### src/rtl/bt_pipe_pkg.sv
// Shared definitions for the block-throttled pipe generator/checker family:
// FSM encoding, reference LFSR polynomial and counter-mode start value.
package bt_pipe_pkg;

  typedef enum logic [2:0] {
    ST_IDLE     = 3'd0,
    ST_WAIT_RDY = 3'd1,
    ST_STROBE   = 3'd2,
    ST_READ     = 3'd3,
    ST_DRAIN    = 3'd4,
    ST_FINISH   = 3'd5
  } state_t;

  // Feedback taps of the 32-bit Fibonacci LFSR (bit indices XORed into bit 0).
  localparam int LFSR_TAP_A = 31;
  localparam int LFSR_TAP_B = 21;
  localparam int LFSR_TAP_C = 1;
  localparam int LFSR_TAP_D = 0;

  localparam logic [15:0] CNT_INIT = 16'h0001;

  function automatic logic [31:0] lfsr_next(input logic [31:0] cur);
    logic fb;
    fb = cur[LFSR_TAP_A] ^ cur[LFSR_TAP_B] ^ cur[LFSR_TAP_C] ^ cur[LFSR_TAP_D];
    return {cur[30:0], fb};
  endfunction

endpackage

### src/rtl/prbs16_ref.sv
// Reference word generator: LFSR or incrementing counter, reloaded on load
// and stepped on advance. The mode is captured at load time.
module prbs16_ref
  import bt_pipe_pkg::*;
#(
  parameter logic [31:0] LFSR_SEED = 32'h0000_0001
) (
  input  logic        clk,
  input  logic        reset,
  input  logic        load_i,
  input  logic        mode_i,
  input  logic        advance_i,
  output logic [15:0] word_o
);

  logic [31:0] lfsr_q, lfsr_d;
  logic [15:0] cnt_q, cnt_d;
  logic        mode_q, mode_d;

  always_comb begin
    lfsr_d = lfsr_q;
    cnt_d  = cnt_q;
    mode_d = mode_q;
    if (load_i) begin
      lfsr_d = LFSR_SEED;
      cnt_d  = CNT_INIT;
      mode_d = mode_i;
    end else if (advance_i) begin
      // Both sequences step together; only the selected one is observed.
      lfsr_d = lfsr_next(lfsr_q);
      cnt_d  = cnt_q + 16'd1;
    end
  end

  always_ff @(posedge clk or posedge reset) begin
    if (reset) begin
      lfsr_q <= LFSR_SEED;
      cnt_q  <= CNT_INIT;
      mode_q <= 1'b0;
    end else begin
      lfsr_q <= lfsr_d;
      cnt_q  <= cnt_d;
      mode_q <= mode_d;
    end
  end

  assign word_o = mode_q ? cnt_q : lfsr_q[15:0];

endmodule

### src/rtl/bt_pipe_reader.sv
// Consuming end of the block-throttled pipe handshake: pulls num_blocks blocks
// of BLOCK_LEN words and checks each word against the reference sequence.
module bt_pipe_reader
  import bt_pipe_pkg::*;
#(
  parameter int          BLOCK_LEN = 256,
  parameter logic [31:0] LFSR_SEED = 32'h0000_0001
) (
  input  logic        clk,
  input  logic        reset,
  input  logic        start,
  input  logic        mode,
  input  logic [15:0] num_blocks,
  input  logic        rd_ready,
  output logic        rd_blockstrobe,
  output logic        rd_read,
  input  logic [15:0] rd_data,
  output logic        busy,
  output logic        done,
  output logic [15:0] error_count,
  output logic [31:0] word_count,
  output logic [2:0]  dbg_state
);

  // Handshake: rd_ready is sampled only while waiting for a block; once the
  // strobe is issued the block is committed and rd_read stays high for exactly
  // BLOCK_LEN cycles. rd_data for a read is valid the following cycle.

  localparam int BW = (BLOCK_LEN > 1) ? $clog2(BLOCK_LEN) : 1;
  localparam logic [BW-1:0] LAST_BEAT = BW'(BLOCK_LEN - 1);

  state_t         state_q, state_d;
  logic [15:0]    blocks_q, blocks_d;
  logic [BW-1:0]  beat_q, beat_d;
  logic           cmp_valid_q;
  logic [15:0]    error_q, error_d;
  logic [31:0]    words_q, words_d;
  logic           start_acc;
  logic [15:0]    ref_word;

  assign start_acc = (state_q == ST_IDLE) && start;

  prbs16_ref #(
    .LFSR_SEED (LFSR_SEED)
  ) u_ref (
    .clk       (clk),
    .reset     (reset),
    .load_i    (start_acc),
    .mode_i    (mode),
    .advance_i (cmp_valid_q),
    .word_o    (ref_word)
  );

  always_comb begin
    state_d  = state_q;
    blocks_d = blocks_q;
    beat_d   = beat_q;
    unique case (state_q)
      ST_IDLE: begin
        if (start) begin
          blocks_d = num_blocks;
          beat_d   = '0;
          state_d  = (num_blocks == 16'd0) ? ST_FINISH : ST_WAIT_RDY;
        end
      end
      ST_WAIT_RDY: if (rd_ready) state_d = ST_STROBE;
      ST_STROBE:   state_d = ST_READ;
      ST_READ: begin
        if (beat_q == LAST_BEAT) begin
          beat_d   = '0;
          blocks_d = blocks_q - 16'd1;
          state_d  = (blocks_q == 16'd1) ? ST_DRAIN : ST_WAIT_RDY;
        end else begin
          beat_d = beat_q + BW'(1);
        end
      end
      ST_DRAIN:  state_d = ST_FINISH;
      ST_FINISH: state_d = ST_IDLE;
      default:   state_d = ST_IDLE;
    endcase
  end

  always_comb begin
    error_d = error_q;
    words_d = words_q;
    if (start_acc) begin
      error_d = '0;
      words_d = '0;
    end else if (cmp_valid_q) begin
      words_d = words_q + 32'd1;
      if ((rd_data != ref_word) && (error_q != 16'hFFFF)) error_d = error_q + 16'd1;
    end
  end

  always_ff @(posedge clk or posedge reset) begin
    if (reset) begin
      state_q     <= ST_IDLE;
      blocks_q    <= '0;
      beat_q      <= '0;
      cmp_valid_q <= 1'b0;
      error_q     <= '0;
      words_q     <= '0;
    end else begin
      state_q     <= state_d;
      blocks_q    <= blocks_d;
      beat_q      <= beat_d;
      cmp_valid_q <= (state_q == ST_READ);
      error_q     <= error_d;
      words_q     <= words_d;
    end
  end

  assign rd_blockstrobe = (state_q == ST_STROBE);
  assign rd_read        = (state_q == ST_READ);
  assign busy           = (state_q != ST_IDLE);
  assign done           = (state_q == ST_FINISH);
  assign error_count    = error_q;
  assign word_count     = words_q;
  assign dbg_state      = state_q;

endmodule

### config.mk
export PLATFORM = sky130hd
export DESIGN_NAME = bt_pipe_reader
export DESIGN_NICKNAME = d
export VERILOG_FILES = /design/src/rtl/bt_pipe_pkg.sv /design/src/rtl/prbs16_ref.sv /design/src/rtl/bt_pipe_reader.sv
export SDC_FILE = /design/constraint.sdc
export NUM_CORES = 1
export LEC_CHECK = 0
export BUFFER_PORTS_ARGS = -buffer_cell sky130_fd_sc_hd__buf_2
export CAP_MARGIN = 30
export CORE_MARGIN = 2
export CORE_UTILIZATION = 58
export CTS_CLUSTER_SIZE = 12
export DETAILED_ROUTE_END_ITERATION = 16
export PLACE_DENSITY = 0.86
export SETUP_SLACK_MARGIN = 0.02
export SLEW_MARGIN = 0
export SYNTH_ARGS = -nofsm -noshare
export SYNTH_HDL_FRONTEND = slang
export SYNTH_SLANG_ARGS = --single-unit
### constraint.sdc
create_clock -name clk -period 5.3 [get_ports clk]
set_input_delay 1.06 -clock clk [delete_from_list [all_inputs] [get_ports clk]]
set_output_delay 1.06 -clock clk [all_outputs]
set_load 0.02 [all_outputs]
== Word level (Yosys, flattened, before mapping) ==
Cells that the tools add are included.

* $add $sub $neg: 5
* Eq/ne operators: 12
* Mux-type cells: 22
* Bitwise gates (word level): 3
* Reduce and logical (&&, ||, !) cells: 12

{| class="wikitable"
|+ Operators by type and width
! operator !! number
|-
| $mux 16 || 8
|-
| $mux 32 || 4
|-
| $add 16x1->16 const B || 2
|-
| $add 32x1->32 const B || 1
|-
| $pmux 16 s2 || 1
|-
| $eq 16x1->1 const B || 1
|-
| $logic_not 16->1 || 1
|-
| $mux 8 || 2
|-
| $ne 16x16->1 || 1
|-
| $ne 16x16->1 const B || 1
|-
| $pmux 8 s2 || 1
|-
| $sub 16x1->16 const B || 1
|-
| $mux 3 || 5
|-
| $pmux 3 s5 || 1
|-
| $add 8x1->8 const B || 1
|-
| $eq 8x8->1 const B || 1
|-
| $eq 3x2->1 const B || 2
|-
| $eq 3x3->1 const B || 2
|-
| $reduce_and 3->1 || 2
|-
| $reduce_bool 2->1 || 3
|-
| $ne 2x2->1 const B || 2
|-
| $reduce_and 2->1 || 2
|-
| $eq 3x1->1 const B || 1
|-
| $logic_not 3->1 || 1
|-
| 4 further kinds || 7
|}

* Bits in registers: 125
* Input bits: 37
* Logic and storage cells: 63

== Logic depth before layout (Yosys ltp) ==
Gate-level depths: netlist (run 1).

* Depth in word-level cells: 6
* Gate-level depth with buffers: 10
* Depth with buffers taken out: 7

== Cells and area by module ==
A second synthesis (run 1) with hierarchy kept.

* Cell total of the unflattened synthesis: 709
* Area, all modules: 6723.9 um^2

{| class="wikitable"
|+ By module, submodules not included
! module !! times used !! cells an instance !! area an instance (um^2) !! seq. area each (um^2)
|-
| bt_pipe_reader || 1 || 501 || 4359.2 || 1901.8
|-
| prbs16_ref || 1 || 208 || 2364.8 || 1228.7
|}

== Worst setup path before layout (run 1) ==
No wires, ideal clock.

* Path type: input port to flip-flop
* From: in start
* To: reg words_q[20] (netlist: word_count[20])
* Library setup time: 78 ps
* Arrival time: 2650 ps
* Slack: 2572 ps
* Stages: 5
* Path through: nor4b_4 -> o211ai_1 -> or4_1 -> or3_1 -> a21oi_1

* Longest elaborated chain between the ends: 2
* Elaborated cells between the ends (all ways): 3

{| class="wikitable"
|+ Ends and longest elaborated chain
! item !! RTL line !! RTL
|-
| start, declared || bt_pipe_reader.sv:11 || <nowiki>input logic start,</nowiki>
|-
| $logic_and 1x1->1 (*) || bt_pipe_reader.sv:41 || <nowiki>assign start_acc = (state_q == ST_IDLE) && start;</nowiki>
|-
| $mux 32 / $reduce_bool 2->1 (equally long branches) || - ||
|-
| end signal, assigned || bt_pipe_reader.sv:109 || <nowiki>words_q <= words_d;</nowiki>
|-
| end, declared || bt_pipe_reader.sv:37 || <nowiki>logic [31:0] words_q, words_d;</nowiki>
|}

Every way passes the cells marked *; elsewhere a longest branch is shown, timed or not.
A chain may end at the register's enable or synchronous reset.

== Worst setup path in the final report (run 1) ==
* From: reg state_q[1] (netlist: dbg_state[1])
* To: out rd_read

* Longest elaborated chain between the ends: 1

{| class="wikitable"
|+ Ends and longest elaborated chain
! item !! RTL line !! RTL
|-
| start, declared || bt_pipe_reader.sv:32 || <nowiki>state_t state_q, state_d;</nowiki>
|-
| start signal, assigned || bt_pipe_reader.sv:104 || <nowiki>state_q <= state_d;</nowiki>
|-
| $eq 3x2->1 || bt_pipe_reader.sv:114 || <nowiki>assign rd_read = (state_q == ST_READ);</nowiki>
|-
| end, declared || bt_pipe_reader.sv:16 || <nowiki>output logic rd_read,</nowiki>
|}

Every way passes these cells.

==> results of run 1 <==
==> synth_stat cells (3+ instances only) <==
cell        n  area share
or3_1      16       0.015
and4_1      4      0.0054
and2_1      3      0.0029
dfrtp_1   123        0.47
nand3_1    31       0.024
o211ai_1    5      0.0058
or4_1      14       0.016
buf_2       5      0.0039
inv_1      11      0.0064
nor2_1    102       0.059
clkbuf_1   24       0.014
nor4_1     10      0.0096
buf_1       3      0.0017
a21oi_1    39       0.030
o21ai_0    46       0.035
o31ai_1    10       0.012
mux2i_1    49       0.075
nand2_1    49       0.028
nor2b_1     4      0.0039
and3_1     16       0.015
ha_1        6       0.012
nor3_1     12      0.0092
xnor2_1    17       0.023
nand4_1    13       0.013
xor2_1     44       0.059
==> layout make-up <==
class / instances / area share
clock buffer: 22 / 0.0622
sequential: 125 / 0.404
tap: 140 / 0.0226
inverter: 11 / 0.00564
multi-input combinational: 520 / 0.413
clock inverter: 10 / 0.0234
timing repair buffer: 99 / 0.0690
==> layer usage <==
layer	GRT usage	share of wire
met3	0.0765	0.063
met2	0.465	0.50
met5	0	0
met1	0.351	0.42
met4	0.0958	0.019
==> power breakdown <==
group	internal [mW]	switching [mW]
Sequential	1.10	0.236
Clock	0.874	0.431
Combinational	0.346	0.551
Total	2.32	1.22
==> sequential cells by signal, indices dropped and copies added (netlist names) <==
name          cells
beat_q            8
blocks_q         16
cmp_valid_q       1
dbg_state         3
error_count      16
u_ref.cnt_q      16
u_ref.lfsr_q     32
u_ref.mode_q      1
word_count       32
==> logic make-up (layout without fill, tap and decap cells) <==
| group | Yosys count | count (layout) |
|---|---|---|
| multiplexers | 49 | 49 |
| AND/OR/NAND/NOR | 283 | 283 |
| adder cells (fa/ha/maj) | 6 | 6 |
| flip-flops | 125 | 125 |
| buffers and inverters | 43 | 142 |
| XOR/XNOR | 61 | 61 |
| AO/OA/AOI/OAI | 121 | 121 |
==> how the worst min path moves through the flow <==
| stage | from | to | slack (ns) | cells after the start |
|---|---|---|---|---|
| floorplan | blocks_q[11]$_DFFE_PP0P_ | blocks_q[11]$_DFFE_PP0P_ | 0.45 | 1 |
| CTS | blocks_q[14]$_DFFE_PP0P_ | blocks_q[14]$_DFFE_PP0P_ | 0.49 | 1 |
| global route | blocks_q[14]$_DFFE_PP0P_ | blocks_q[14]$_DFFE_PP0P_ | 0.50 | 1 |
| finish | blocks_q[11]$_DFFE_PP0P_ | blocks_q[11]$_DFFE_PP0P_ | 0.50 | 1 |
| detailed placement | blocks_q[14]$_DFFE_PP0P_ | blocks_q[14]$_DFFE_PP0P_ | 0.48 | 1 |
| global placement | blocks_q[11]$_DFFE_PP0P_ | blocks_q[11]$_DFFE_PP0P_ | 0.46 | 1 |
==> metrics.csv, run 1 <==
metric;value;unit
ys.warnings.count;0;
stdcell_count;927;
cts.sinks;125;
die_w;110;µm
crit_type;reg -> out;
setup-violations-final;0;
synth_top_family_by_area;simple AND/OR/NAND/NOR gates;
ys_seq_elements;125;
synth_area;0.00650;mm²
ir_drop;0.000317;V
status;finished, final reports clean;
ios;92;
slew_headroom;0.370;
mostFrequentLayoutCells;dfrtp_1 (122), nor2_1 (102), buf_2 (91), nand2_1 (49), mux2i_1 (49);
syn-num-nets;731;
min_period;3.61;ns
dieArea;0.0121;mm²
cts.repair.resized;0;
rows;38;
yosys_most_used_dff;dfrtp_1;
post-dp-hpwl;10.4;mm
rsz0062_at_grt;false;
postCtsSetupBuffers;0;
design_area;0.00776;mm²
holdBufCountCts;0;
layout_commonest_cell;dfrtp_1;
fmaxAchievable;277;MHz
root_buffer;clkbuf_8;
critical_path_depth;4;
synth_adder_area_share;0.0116;
path_delay_family;buffers and inverters;
io_buffer_count;91;
hold_class;reg -> reg;
yosys.cell_types.count;48;
gr-usage-all-layers;0.279;
max_slew.worst_pin.slew;0.945;ns
endpoint_kind;primary output;
synthSimpleGateAreaFrac;0.215;
grt_max_degree;76;
drcViolationCount;0;
synth-edff-count;0;
clock_latency;0.53;ns
setup_ws;1.69;ns
dp_slack;1.79;ns
wire_per_inst;17.3;µm
multi_input_area;0.00321;mm²
worst_path_largest_cell_delay;0.62;ns
endpoint;rd_read;
finalMaxSlewViolations;0;
placed_cell_area;0.00707;mm²
hold_violations;0;
p_per_area;456;mW/mm²
r2r_cells;7;
path_max_fanout;24;
cp_slowest_cell;inv_1;
drt-pass1-iter-count;8;
syn_avg_cell_area;9.44;µm²
antenna_found_initial;0;
start_util;0.597;
worst_ep_arrival_time;2.55;ns
r2r-end;blocks_q[9]$_DFFE_PP0P_;
power_leakage;3.60;nW
fin_skew;0.00656;ns
crit_chain;nor2b_1, nand2_1, inv_1, buf_2;
drt_iter0_markers;511;
drive_gt1_frac;0.177;
via_per_inst;6.06;
syn_inst;688;
muxShareOfSynthArea;0.0755;
yosysSeqAreaShare;0.482;
cts_tree;built;
dp_cells;894;
grt_pass1_vias;5519;
fin_nets;817;
path_buf_inv;2;
area_growth;19.4;%
finish.utilization;0.713;
clk_pin_slew_worst_paths;0.06;ns
place_congestion;0.879;
chipHeight;110;µm
fin_setup_tns;0;ns
grt-ovfl-total;0;
seqCellArea;0.00313;mm²
r2r_setup_slack;2.39;ns
finalPower;3.54;mW
synth-xor-area-share;0.0822;
vias;5620;
maxCapViolCount;0;
grt_pass1_wl;26.2;mm
hold_ws;0.503;ns
synth_compound_area_frac;0.108;
synthArstFlopShare;1.00;
post-route-period-util;0.681;
cts.htree.levels;4;
core;0.0109;mm²
crit_start;dbg_state[1]$_DFFE_PP0P_;
crit_required;4.24;ns
fillCellCount;754;
ant_nets;0;
numCtsBuffers;17;
r2r_start;dbg_state[1]$_DFFE_PP0P_;
drt-total-wl;16.0;mm
startpoint_type;flop;
cts_buffer_depth;2;
diodes;0;
Note: power is estimated with default switching activity, not from simulation.
==> run 2: changes to the inputs <==
==> constraint.sdc (replaced) <==
create_clock -name clk -period 3.4 [get_ports clk]
set_input_delay 0.68 -clock clk [delete_from_list [all_inputs] [get_ports clk]]
set_output_delay 0.68 -clock clk [all_outputs]
set_load 0.02 [all_outputs]
==> run 2 against run 1 <==
  * Critical path depth grew 1
  * Sequential power grew 51%
  * Count of clock-buffer cells in the layout fell by 1
  * Setup slack lost 1.1 ns
  * Final area shrank 0.55%
  * Combinational power grew 58%
  * Global-route usage is 1.8 points lower
  * Non-clock buffer count up 1
  * Critical path type unchanged
  * Critical endpoint unchanged
==> metrics.csv, run 2 (synthesized netlist as in run 1, its figures left out) <==
metric;value;unit
grt_pass1_vias;5231;
drive_gt1_frac;0.178;
layout_commonest_cell;dfrtp_1;
dieArea;0.0121;mm²
ant_nets;0;
path_max_fanout;17;
p_sw;1.84;mW
area_growth;18.8;%
slew_headroom;0.462;
post-dp-hpwl;10.2;mm
r2r-end;error_count[5]$_DFFE_PP0P_;
maxCapViolCount;0;
dp_cells;896;
fillCellCount;758;
setup_ws;0.588;ns
crit_type;reg -> out;
hold_violations;0;
wl_met1;6.63;mm
r2r_cells;8;
grt_max_degree;100;
multi_input_area;0.00321;mm²
antenna_found_initial;0;
crit_chain;nor2b_1, nand2_1, inv_1, buf_4, buf_2;
holdBufCountCts;0;
stdcell_count;928;
switching_share;0.349;
drcViolationCount;0;
max_slew.worst_pin.slew;0.806;ns
fin_setup_tns;0;ns
cts_buffer_depth;2;
seqCellArea;0.00313;mm²
cts.htree.levels;4;
wire_per_inst;16.4;µm
power_leakage;3.57;nW
hold_class;in -> async;
cts.sinks;125;
placed_cell_area;0.00711;mm²
ios;92;
post-route-period-util;0.827;
finish.utilization;0.709;
diodes;0;
clkPwrFrac;0.349;
startpoint_type;flop;
core;0.0109;mm²
chipHeight;110;µm
fmaxAchievable;356;MHz
drt-total-wl;15.2;mm
rsz0062_at_grt;false;
r2r_setup_slack;0.71;ns
mostFrequentLayoutCells;dfrtp_1 (122), nor2_1 (102), buf_2 (91), nand2_1 (49), mux2i_1 (49);
root_buffer;clkbuf_8;
crit_required;2.72;ns
vias;5544;
drt-pass1-iter-count;5;
worst_ep_arrival_time;2.13;ns
status;finished, final reports clean;
critical_path_depth;5;
min_period;2.81;ns
setup-violations-final;0;
fin_skew;0.0133;ns
io_buffer_count;91;
postCtsSetupBuffers;0;
top_layer_used;met4;
place_congestion;0.851;
fin_nets;818;
grt_pass1_wl;24.8;mm
p_per_area;685;mW/mm²
cts.repair.resized;0;
dp_slack;0.623;ns
intPower;3.44;mW
numCtsBuffers;17;
gr-usage-all-layers;0.262;
r2r_start;u_ref.mode_q$_DFFE_PP0P_;
endpoint_kind;primary output;
drt_iter0_markers;586;
met3WireLength;726;µm
clock_latency;0.52;ns
power_frac_comb;0.268;
finalMaxSlewViolations;0;
path_delay_family;buffers and inverters;
worst_path_largest_cell_delay;0.54;ns
design_area;0.00772;mm²
met2WireLength;7.61;mm
path_buf_inv;3;
via_per_inst;5.97;
start_util;0.597;
clk_pin_slew_worst_paths;0.06;ns
cp_slowest_cell;dfrtp_1;
die_w;110;µm
rows;38;
cts_tree;built;
grt-ovfl-total;0;
pwr-share-seq;0.383;
ir_drop;0.000359;V
-- run 2: cell count changes in the layout (fill, tap and decap cells not counted), sizes merged --
cell / delta
buf: +1
clkinvlp: +2
inv: -2
clkinv: +3
clkbuf: -1
bufinv: -2
-- run 2: layout make-up --
type / instances / area share
clock buffers: 21 / 0.0608
clock inverters: 11 / 0.0180
inverters: 11 / 0.00584
multi-input cells: 520 / 0.416
flip-flops and latches: 125 / 0.406
well taps: 140 / 0.0227
repair buffers: 100 / 0.0710
-- run 2: worst max-delay path by stage --
stage,from,to,slack (ns)
5_1_grt,dbg_state[1]$_DFFE_PP0P_,rd_read,0.48
6_report,dbg_state[1]$_DFFE_PP0P_,rd_read,0.59
3_3_place_gp,start,error_count[7]$_DFFE_PP0P_,0.75
4_1_cts,dbg_state[1]$_DFFE_PP0P_,rd_read,0.64
2_1_floorplan,dbg_state[1]$_DFFE_PP0P_,word_count[20]$_DFFE_PP0P_,1.01
3_5_place_dp,start,error_count[15]$_DFFE_PP0P_,0.62
-- run 2: metal layers --
metal / GRT usage / up-vias
li1: - / 2616
met1: 0.338 / 2729
met2: 0.438 / 176
met3: 0.0581 / 23
met4: 0.0841 / 0
met5: 0 / -
-- run 2: metrics by stage --
step | power, mW | hold WS, ns
after detailed placement | 3.43 | 0.474
after CTS | 5.28 | 0.315
after global routing | 5.56 | 0.350
after global placement | 3.34 | 0.469
after floorplan | 3.05 | 0.448
final | 5.28 | 0.300
-- run 2: worst register-to-register path, cell delays in order (launching register included) --
cell,delay [ns]
dfrtp_1,0.66
buf_4,0.29
mux2i_1,0.23
xor2_1,0.23
nand4_1,0.17
nor4_4,0.38
buf_4,0.34
o21ai_0,0.16
a21oi_1,0.16
-- run 2: power groups by stage --
stage | registers [mW] | logic, mW | clock network [mW]
finish | 2.02 | 1.42 | 1.84
global route | 2.06 | 1.56 | 1.94
CTS | 2.01 | 1.41 | 1.85
detailed placement | 2.04 | 1.40 | 0
global placement | 2.02 | 1.33 | 0
floorplan | 1.96 | 1.08 | 0
